### src/rtl/ex_mem_stage.sv
// EX->MEM pipeline register plus data-cache access controller.
// Loads/stores stall the pipeline until the cache answers; halfword data is formatted here.
module ex_mem_stage #(
  parameter int pc_size   = 18,
  parameter int data_size = 32,
  parameter int addr_size = 16
) (
  input  logic                 clk,
  input  logic                 rst,
  input  logic                 EX_MemtoReg,
  input  logic                 EX_RegWrite,
  input  logic                 EX_MemWrite,
  input  logic                 EX_Jal,
  input  logic                 EX_ExtendLH,
  input  logic                 EX_ExtendSH,
  input  logic [pc_size-1:0]   EX_PC,
  input  logic [data_size-1:0] EX_ALU_result,
  input  logic [data_size-1:0] EX_Rt_data,
  input  logic [4:0]           EX_WR_out,
  input  logic                 DM_ready,
  input  logic [data_size-1:0] DM_rdata,
  output logic                 DM_req,
  output logic                 DM_we,
  output logic [addr_size-1:0] DM_addr,
  output logic [data_size-1:0] DM_wdata,
  output logic [3:0]           DM_be,
  output logic                 M_Stall,
  output logic                 M_MemtoReg,
  output logic                 M_RegWrite,
  output logic                 M_Jal,
  output logic [pc_size-1:0]   M_PC,
  output logic [data_size-1:0] M_ALU_result,
  output logic [4:0]           M_WR_out,
  output logic [data_size-1:0] M_MemData
);

  localparam logic [1:0] IDLE   = 2'd0;
  localparam logic [1:0] ACCESS = 2'd1;
  localparam logic [1:0] DONE   = 2'd2;

  logic [1:0]           state_q, state_d;
  logic                 memto_reg_q, memto_reg_d;
  logic                 reg_write_q, reg_write_d;
  logic                 mem_write_q, mem_write_d;
  logic                 jal_q, jal_d;
  logic                 extend_lh_q, extend_lh_d;
  logic                 extend_sh_q, extend_sh_d;
  logic [pc_size-1:0]   pc_q, pc_d;
  logic [data_size-1:0] alu_result_q, alu_result_d;
  logic [data_size-1:0] rt_data_q, rt_data_d;
  logic [4:0]           wr_out_q, wr_out_d;
  logic [data_size-1:0] mem_data_q, mem_data_d;

  logic                 mem_op;
  logic                 access;
  logic                 stall;
  logic                 load_done;
  logic [15:0]          load_half;
  logic [data_size-1:0] load_fmt;

  assign mem_op    = memto_reg_q | mem_write_q;
  assign access    = (state_q == ACCESS);
  assign stall     = ((state_q == IDLE) && mem_op) || access;
  assign load_done = access && DM_ready && memto_reg_q;

  // NOTE: every signal assigned in an always_comb gets a default first, so no path can infer a latch.
  always_comb begin
    state_d = state_q;
    case (state_q)
      IDLE:    if (mem_op) state_d = ACCESS;
      ACCESS:  if (DM_ready) state_d = DONE;
      DONE:    state_d = IDLE;
      default: state_d = IDLE;
    endcase
  end

  always_comb begin
    memto_reg_d  = memto_reg_q;
    reg_write_d  = reg_write_q;
    mem_write_d  = mem_write_q;
    jal_d        = jal_q;
    extend_lh_d  = extend_lh_q;
    extend_sh_d  = extend_sh_q;
    pc_d         = pc_q;
    alu_result_d = alu_result_q;
    rt_data_d    = rt_data_q;
    wr_out_d     = wr_out_q;
    if (!stall) begin
      memto_reg_d  = EX_MemtoReg;
      reg_write_d  = EX_RegWrite;
      mem_write_d  = EX_MemWrite;
      jal_d        = EX_Jal;
      extend_lh_d  = EX_ExtendLH;
      extend_sh_d  = EX_ExtendSH;
      pc_d         = EX_PC;
      alu_result_d = EX_ALU_result;
      rt_data_d    = EX_Rt_data;
      wr_out_d     = EX_WR_out;
    end
  end

  // Halfword loads pick the half addressed by bit 1; bit 0 is ignored.
  always_comb begin
    load_half = alu_result_q[1] ? DM_rdata[31:16] : DM_rdata[15:0];
    load_fmt  = DM_rdata;
    if (extend_lh_q) load_fmt = {{(data_size-16){load_half[15]}}, load_half};
    mem_data_d = load_done ? load_fmt : mem_data_q;
  end

  always_comb begin
    DM_wdata = '0;
    DM_be    = 4'b0000;
    if (access) begin
      DM_wdata = rt_data_q;
      DM_be    = 4'b1111;
      if (mem_write_q && extend_sh_q) begin
        DM_wdata = {(data_size/16){rt_data_q[15:0]}};
        DM_be    = alu_result_q[1] ? 4'b1100 : 4'b0011;
      end
    end
  end

  assign DM_req  = access;
  assign DM_we   = access & mem_write_q;
  assign DM_addr = alu_result_q[addr_size+1:2];
  assign M_Stall = stall;

  assign M_MemtoReg   = memto_reg_q;
  assign M_RegWrite   = reg_write_q;
  assign M_Jal        = jal_q;
  assign M_PC         = pc_q;
  assign M_ALU_result = alu_result_q;
  assign M_WR_out     = wr_out_q;
  assign M_MemData    = mem_data_q;

  // NOTE: sequential state uses non-blocking assignments so every flop samples pre-edge values.
  always_ff @(posedge clk) begin
    if (rst) begin
      state_q      <= IDLE;
      memto_reg_q  <= 1'b0;
      reg_write_q  <= 1'b0;
      mem_write_q  <= 1'b0;
      jal_q        <= 1'b0;
      extend_lh_q  <= 1'b0;
      extend_sh_q  <= 1'b0;
      pc_q         <= '0;
      alu_result_q <= '0;
      rt_data_q    <= '0;
      wr_out_q     <= '0;
      mem_data_q   <= '0;
    end else begin
      state_q      <= state_d;
      memto_reg_q  <= memto_reg_d;
      reg_write_q  <= reg_write_d;
      mem_write_q  <= mem_write_d;
      jal_q        <= jal_d;
      extend_lh_q  <= extend_lh_d;
      extend_sh_q  <= extend_sh_d;
      pc_q         <= pc_d;
      alu_result_q <= alu_result_d;
      rt_data_q    <= rt_data_d;
      wr_out_q     <= wr_out_d;
      mem_data_q   <= mem_data_d;
    end
  end

endmodule

### config.mk
export PLATFORM = sky130hd
export DESIGN_NAME = ex_mem_stage
export DESIGN_NICKNAME = d
export VERILOG_FILES = /design/src/rtl/ex_mem_stage.sv
export SDC_FILE = /design/constraint.sdc
export NUM_CORES = 1
export LEC_CHECK = 0
export ABC_AREA = 1
export CAP_MARGIN = 20
export CORE_MARGIN = 2
export CORE_UTILIZATION = 42
export DETAILED_ROUTE_END_ITERATION = 10
export PLACE_DENSITY_LB_ADDON = 0.05
export RECOVER_POWER = 50
export REMOVE_ABC_BUFFERS = 1
export SLEW_MARGIN = 20
export SYNTH_ARGS = -nofsm -noshare
export SYNTH_HDL_FRONTEND = slang
export SYNTH_SLANG_ARGS = --single-unit
export TNS_END_PERCENT = 50
### constraint.sdc
create_clock -name clk -period 1.52 [get_ports clk]
set_input_delay 0.304 -clock clk [delete_from_list [all_inputs] [get_ports clk]]
set_output_delay 0.304 -clock clk [all_outputs]
set_load 0.02 [all_outputs]
==> Yosys cells after proc, flatten, opt, wreduce, memory -nomap -nowiden <==
Cells that the tools add are included.
{ "op_classes": {"bitwise_logic": 2, "reduce_logical": 7, "muxes": 10, "eq_ne": 3} }
{ "ops": {"columns": ["cell", "n"], "rows": [
  ["$mux 32", 3],
  ["$mux 16", 1],
  ["$mux 4", 3],
  ["$logic_and 1x1->1", 4],
  ["$mux 2", 2],
  ["$ne 2x2->1 const B", 2],
  ["$pmux 2 s2", 1],
  ["$eq 2x1->1 const B", 1],
  ["$logic_not 2->1", 1],
  ["$reduce_and 2->1", 1],
  ["$and 1x1->1", 1],
  ["$logic_or 1x1->1", 1],
  ["$or 1x1->1", 1]
]} }
{ "totals": {"register_bits": 127, "output_inout_bits": 145, "inputBits": 128, "word_cells": 34} }

==> Depth between registers and ports, before layout <==
Gate-level depths: netlist (run 1).
{ "depth": {"word_depth": 3, "depth_mapped": 8, "mapped_depth_nobuf": 7} }

==> Worst setup path after synthesis (run 1) <==
OpenSTA, ideal clock, no wires.
{ "synth_timing": {"path_type": "reg-to-output", "startpoint": "reg state_q[1]", "endpoint": "out DM_be[3]", "t_arrival_ns": 1.474, "path_slack_ns": -0.258, "path_buffers": 3, "path_stages_with_launch": 7, "required_time_ns": 1.216, "path_cell_list": "dfxtp_1 > nor2_4 > inv_2 > buf_2 > buf_2 > a21oi_1 > buf_4"} }
{ "synth_between": {"elab_chain_cells": 2} }
{ "synth_rtl": {"columns": ["element", "line_no", "text"], "rows": [
  ["start: declaration", "41", "logic [1:0] state_q, state_d;"],
  ["start signal: assignment", "152", "state_q <= state_d;"],
  ["$eq 2x1->1", "62", "assign access = (state_q == ACCESS);"],
  ["$mux 4", "113", "if (access) begin"],
  ["end: declaration", "26", "output logic [3:0] DM_be,"]
]} }
No other way between the ends.

==> Final worst setup path (run 1) <==
{ "layout_timing": {"startpoint": "reg state_q[0]", "endpoint": "out DM_wdata[30]"} }
{ "layout_between": {"elab_chain_cells": 2} }
{ "layout_rtl": {"columns": ["element", "line_no", "text"], "rows": [
  ["$eq 2x1->1", "62", null],
  ["$mux 32", "113", null],
  ["end: declaration", "25", "output logic [data_size-1:0] DM_wdata,"]
]} }
No other way between the ends.

==> results.cfg, run 1 <==
[final_layout]
design_area_um2 = 10100
diodes = 0
areaGrowthSynthToFinish_pct = 65.6
nFillCells = 1200
nets = 1318
drive_gt1_share_pct = 15.0
final_util_pct = 72.0

[clock_tree]
cts_made_buffers = 17
cts-root-buf = clkbuf_16
clock_latency_ns = 0.42
cts_num_sinks = 127
clkSlewWorstSetupHoldPaths_ns = 0.05
cts_buffer_depth = 2
cts_tree = built
cts_max_level = 4

[floorplan]
fp.dieH_um = 124
io_pins = 273
initial_core_util_pct = 43.5
die_w_um = 124
fp.dieArea_um2 = 15500
num_rows = 43
core_area_um2 = 14000

[sta]
final-setup-viol-count = 60
worst_pin_slew_ns = 0.276
finalCritPeriodShare_pct = 126
drv_slew = 0
clock.fmax_ghz = 0.523
setup_slack_ns = -0.391
skew_ns = 0.00484
min_period_ns = 1.91
slew_headroom_pct = 81.7
hold_violations = 0
fin_hold_ws_ns = 0.475
rsz0062_at_grt = yes

[routing]
drc = 0
detail_route.wl_per_cell_um = 14.8
first_pass_iters = 5
final_antenna_net_count = 0
via_count = 6547
drt_iter0_drc = 410
wl_um = 20400
vias_per_cell = 4.73

[grt]
antenna_found_initial = 0
grtUsageTotal_pct = 24.3
grt_pass1_vias = 5847
grt_pass1_wl_um = 30200
overflow = 0
grt_max_degree = 58

[synth]
async_flop_share_pct = 0
syn_inst = 914
synth_ff_type = dfxtp_1
ys_seq_area_share_pct = 41.8
ys_ff_latch = 127
synthesis.area_um2 = 6080
synth_edf_count = 0
synth.distinct_cells = 21
ys.warnings.count = 0
postSynthAreaPerCell_um2 = 6.66

[worst_setup_path]
critical-path-top-delay-family = buffers and inverters
r2r_start = state_q[0]$_SDFFE_PP0P_
worstPathMaxFanout = 5
criticalPathCategory = register to primary output
crit_path_end_kind = primary output
slowest_stage = dfxtp_2
critPathRequiredTime_ns = 1.22
cp-start-kind = register
crit_buf_inv = 5
worstPathArrival_ns = 1.61
crit_chain = inv_2 > nor2_4 > clkinv_4 > buf_12 > buf_8 > a211oi_2 > buf_4
cp_slowest_stage_delay_ns = 0.32
crit_start = state_q[0]$_SDFFE_PP0P_

[placement]
gp_congestion = 0.809
portBuffers = 272
place_ws_ns = -0.297
place_area_um2 = 9010
dp_hpwl_um = 12800

[run]
drv_cap = 0

[run_status]
violations = setup timing
status = finished with violations

[hold_path]
hp-class = register to register
worstHoldStart = M_PC[3]$_SDFFE_PP0N_

[power]
leakagePower_nw = 5.07
p_total_w = 0.0196
peakVddDrop_uv = 1300
cellPowerDensity_nw_per_um2 = 1950
## state kept, by name, indices dropped and copies added (netlist names)
signal / flops
rt_data_q: 32
mem_write_q: 1
M_MemtoReg: 1
state_q: 2
M_RegWrite: 1
M_ALU_result: 32
extend_lh_q: 1
extend_sh_q: 1
M_MemData: 32
M_WR_out: 5
M_Jal: 1
M_PC: 18
## metrics by stage
step,instances,setup TNS (ns)
finish,1383,-11.83
floorplan,834,-232.93
detailed placement,1323,-11.65
CTS,1373,-12.67
global route,1383,-19.11
global placement,1323,-9.96
## worst paths after layout
check / endpoint / slack, ns / cells past startpoint
hold / removal: M_PC[3]$_SDFFE_PP0N_ / 0.47 / 2
setup / recovery: DM_wdata[30] / -0.39 / 7
hold reg to reg: M_PC[3]$_SDFFE_PP0N_ / 0.47 / 2
setup reg to reg: rt_data_q[19]$_SDFFE_PP0N_ / -0.04 / 10
## area by class of cell
type,instances,area [um2],share of cell area (%)
Tap cell,180,225,2.24
Inverter,61,243,2.41
Timing Repair Buffer,337,3390,33.6
Sequential cell,127,2550,25.3
Multi-Input combinational cell,646,3070,30.5
Clock buffer,21,460,4.57
Clock inverter,11,139,1.38
## worst reg2reg max path, delay by kind of cell (launching register included)
kind,cells,cell delay (ns)
flip-flops,1,0.32
buffers and inverters,6,0.80
AND/OR/NAND/NOR,4,0.40
## synth_stat cells (4+ instances only)
| master | instances | share of area, % |
|---|---|---|
| buf_6 | 4 | 0.74 |
| dfxtp_1 | 127 | 42 |
| nand2_1 | 230 | 14 |
| nor2_1 | 270 | 17 |
| buf_4 | 18 | 2.2 |
| inv_1 | 58 | 3.6 |
| nand3_1 | 15 | 1.2 |
| buf_1 | 9 | 0.56 |
| o21ai_0 | 16 | 1.3 |
| nand3b_1 | 91 | 11 |
| buf_2 | 37 | 3.0 |
| clkbuf_1 | 12 | 0.74 |
| a21oi_1 | 17 | 1.4 |
## routing by layer
metal / wire length (um) / vias up / global-route usage, %
met3: 1920 / 34 / 10.7
met1: 8350 / 2926 / 29.3
met5: 0 / - / 0
met2: 9720 / 255 / 38.7
met4: 445 / 0 / 8.46
li1: - / 3332 / -
## timing repair
item / in CTS / in global routing
hold buffers: 0 / 0
pin swaps: 3 / 2
hold endpoints to repair: 0 / 0
setup endpoints to repair: 213 / 134
setup buffers: 15 / 6
gates cloned: 3 / 5
resized for setup: 350 / 59
## kinds of logic (layout without fill, tap and decap cells)
family,count (synthesis),count (layout),synth area share [%]
AO/OA/AOI/OAI,35,35,2.92
buffers and inverters,141,430,11.1
AND/OR/NAND/NOR,611,611,44.2
flip-flops,127,127,41.8
## placed cells by master (no fill, tap or decap), types with 4 or more instances in the layout
cell type	synthesis	layout
clkinv_2	0	6
nor2_1	270	259
a21oi_2	0	6
nand3_1	15	16
o21ai_0	16	4
o21ai_2	0	8
clkdlybuf4s50_1	0	127
dlygate4sd2_1	0	102
o21ai_4	0	4
a21oi_1	17	9
dfxtp_1	127	123
nor2_4	2	11
nand3b_1	91	91
buf_12	0	14
dfxtp_2	0	4
buf_4	18	51
inv_1	58	56
clkbuf_16	0	21
buf_6	4	26
nand2_1	230	228
buf_8	0	4
## power breakdown
part | leakage [nW] | switching, W | internal, W
Combinational | 3.72 | 0.00611 | 0.00430
Clock | 0.293 | 0.00149 | 0.00265
Sequential | 1.05 | 0.000639 | 0.00442
Total | 5.07 | 0.00824 | 0.0114
Note: power is estimated with default switching activity, not from simulation.
==> run 2, diff against run 1 <==
--- a/config.mk
+++ b/config.mk
@@ -6,11 +6,10 @@
 export NUM_CORES = 1
 export LEC_CHECK = 0
 export ABC_AREA = 1
-export CAP_MARGIN = 20
 export CORE_MARGIN = 2
 export CORE_UTILIZATION = 42
 export DETAILED_ROUTE_END_ITERATION = 10
-export PLACE_DENSITY_LB_ADDON = 0.05
+export PLACE_DENSITY_LB_ADDON = 0.1
 export RECOVER_POWER = 50
 export REMOVE_ABC_BUFFERS = 1
 export SLEW_MARGIN = 20
==> run 2 against run 1 <==
Net effect: the run still ends with setup timing left; sequential cell count unchanged; sequential power about the same; global-route usage about the same; routed wire length up 3.2%; via count up 1.5%; critical endpoint is now DM_wdata[29]; largest power group unchanged.
==> results.cfg, run 2 (synthesis results as in run 1) <==
[worst_setup_path]
criticalPathCategory = register to primary output
reg2regPathDepth = 7
cp-start-kind = register
cp_slowest_stage_delay_ns = 0.34
crit_chain = nor2_4 > buf_6 > buf_8 > o21ai_2 > a21oi_1 > buf_4
critPathRequiredTime_ns = 1.22
crit_path_end_kind = primary output
worstPathMaxFanout = 5
worstPathArrival_ns = 1.59
slowest_stage = dfxtp_2

[floorplan]
initial_core_util_pct = 43.5
core_area_um2 = 14000
num_rows = 43
fp.dieH_um = 124
io_pins = 273
fp.dieArea_um2 = 15500
die_w_um = 124

[grt]
grt_pass1_wl_um = 30700
grt_pass1_vias = 5974
antenna_found_initial = 0
overflow = 0
grt_max_degree = 81
grtUsageTotal_pct = 24.3

[final_layout]
areaGrowthSynthToFinish_pct = 70.4
final_common_cell = nor2_1
layout_common_cells = 233 x nor2_1, 211 x nand2_1, 127 x clkdlybuf4s50_1
final_util_pct = 74.1
nets = 1320
layout.cells.non_filler = 1385
diodes = 0
drive_gt1_share_pct = 19.3
design_area_um2 = 10400

[sta]
clock.fmax_ghz = 0.529
skew_ns = 0.00508
min_period_ns = 1.89
rsz0062_at_grt = yes
drv_slew = 0
slew_headroom_pct = 74.8
hold_violations = 0
final-setup-viol-count = 162
fin_hold_ws_ns = 0.470
finalCritPeriodShare_pct = 124
setup_slack_ns = -0.371
worst_pin_slew_ns = 0.377

[hold_path]
hold_depth = 2
hp-class = register to register

[placement]
place_ws_ns = -0.488
dp.cells = 1325
dp_hpwl_um = 13000
place_area_um2 = 9020
portBuffers = 272
gp_congestion = 0.820

[routing]
via_count = 6648
detail_route.wl_per_cell_um = 15.2
vias_per_cell = 4.80
drc = 0
final_antenna_net_count = 0
drt_iter0_drc = 389
wl_um = 21100
first_pass_iters = 5

[power]
peakVddDrop_uv = 1210
leakagePower_nw = 5.15
internal-power_w = 0.0115
power_frac_clock_pct = 21.1
swShare_pct = 42.0
combPwrFrac_pct = 53.4
p_sw_w = 0.00834
pwr-share-seq_pct = 25.6
cellPowerDensity_nw_per_um2 = 1910

[clock_tree]
cts_buffer_depth = 2
cts_num_sinks = 127
clkSlewWorstSetupHoldPaths_ns = 0.06
cts_max_level = 4
cts-root-buf = clkbuf_16
cts_made_buffers = 17
hold_buffers = 0
cts_tree = built
clock_latency_ns = 0.41

[run_status]
status = finished with violations
violations = setup timing

[run]
drv_cap = 0
run 2: cell type report:
type | instances | area, um2
inverters | 61 | 243
fillers | 1150 | 3620
well taps | 180 | 225
flip-flops and latches | 127 | 2550
clock buffers | 28 | 547
clock inverters | 4 | 70.1
repair buffers | 338 | 3480
multi-input cells | 647 | 3260
run 2: path summary, 6_finish.rpt:
path,from,endpoint,slack (ns)
worst max-delay path,state_q[1]$_SDFFE_PP0P_,DM_wdata[29],-0.37
worst min register to register,M_PC[15]$_SDFFE_PP0N_,M_PC[15]$_SDFFE_PP0N_,0.47
worst min-delay path,M_PC[15]$_SDFFE_PP0N_,M_PC[15]$_SDFFE_PP0N_,0.47
worst max register to register,M_MemtoReg$_SDFFE_PP0N_,rt_data_q[8]$_SDFFE_PP0N_,-0.19
run 2: power by group through the flow:
stage	logic (W)	registers [W]	clock network, W
5_1_grt	0.0115	0.00521	0.00437
4_1_cts	0.00975	0.00504	0.00423
3_5_place_dp	0.00946	0.00508	0
2_1_floorplan	0.00305	0.00572	0
3_3_place_gp	0.00938	0.00505	0
6_report	0.0106	0.00507	0.00418
run 2: repair_timing:
| action | CTS | global route |
|---|---|---|
| resized for setup | 389 | 99 |
| pin swaps | 11 | 12 |
| setup endpoints to repair | 167 | 164 |
| buffers inserted | 9 | 9 |
| endpoints found under the hold margin | 0 | 0 |
| cloned | 4 | 10 |
run 2: metrics by stage:
step | total power (W) | setup TNS (ns)
2_1_floorplan | 0.00877 | -232.93
3_3_place_gp | 0.0144 | -13.42
3_5_place_dp | 0.0145 | -14.57
4_1_cts | 0.0190 | -20.93
5_1_grt | 0.0211 | -37.27
6_report | 0.0198 | -23.54
run 2: worst max-delay path: cells and delay by family (launching register included):
| family | cells | cell delay (ns) |
|---|---|---|
| flip-flops | 1 | 0.34 |
| AO/OA/AOI/OAI | 2 | 0.20 |
| AND/OR/NAND/NOR | 1 | 0.20 |
| buffers and inverters | 3 | 0.44 |
run 2: routing by layer:
metal  wire (um)  up-vias  track usage [%]
li1            -     3341                -
met1        8340     3009             28.9
met2       10300      262             40.3
met3        2030       36             9.66
met4         417        0             7.67
met5           0        -                0
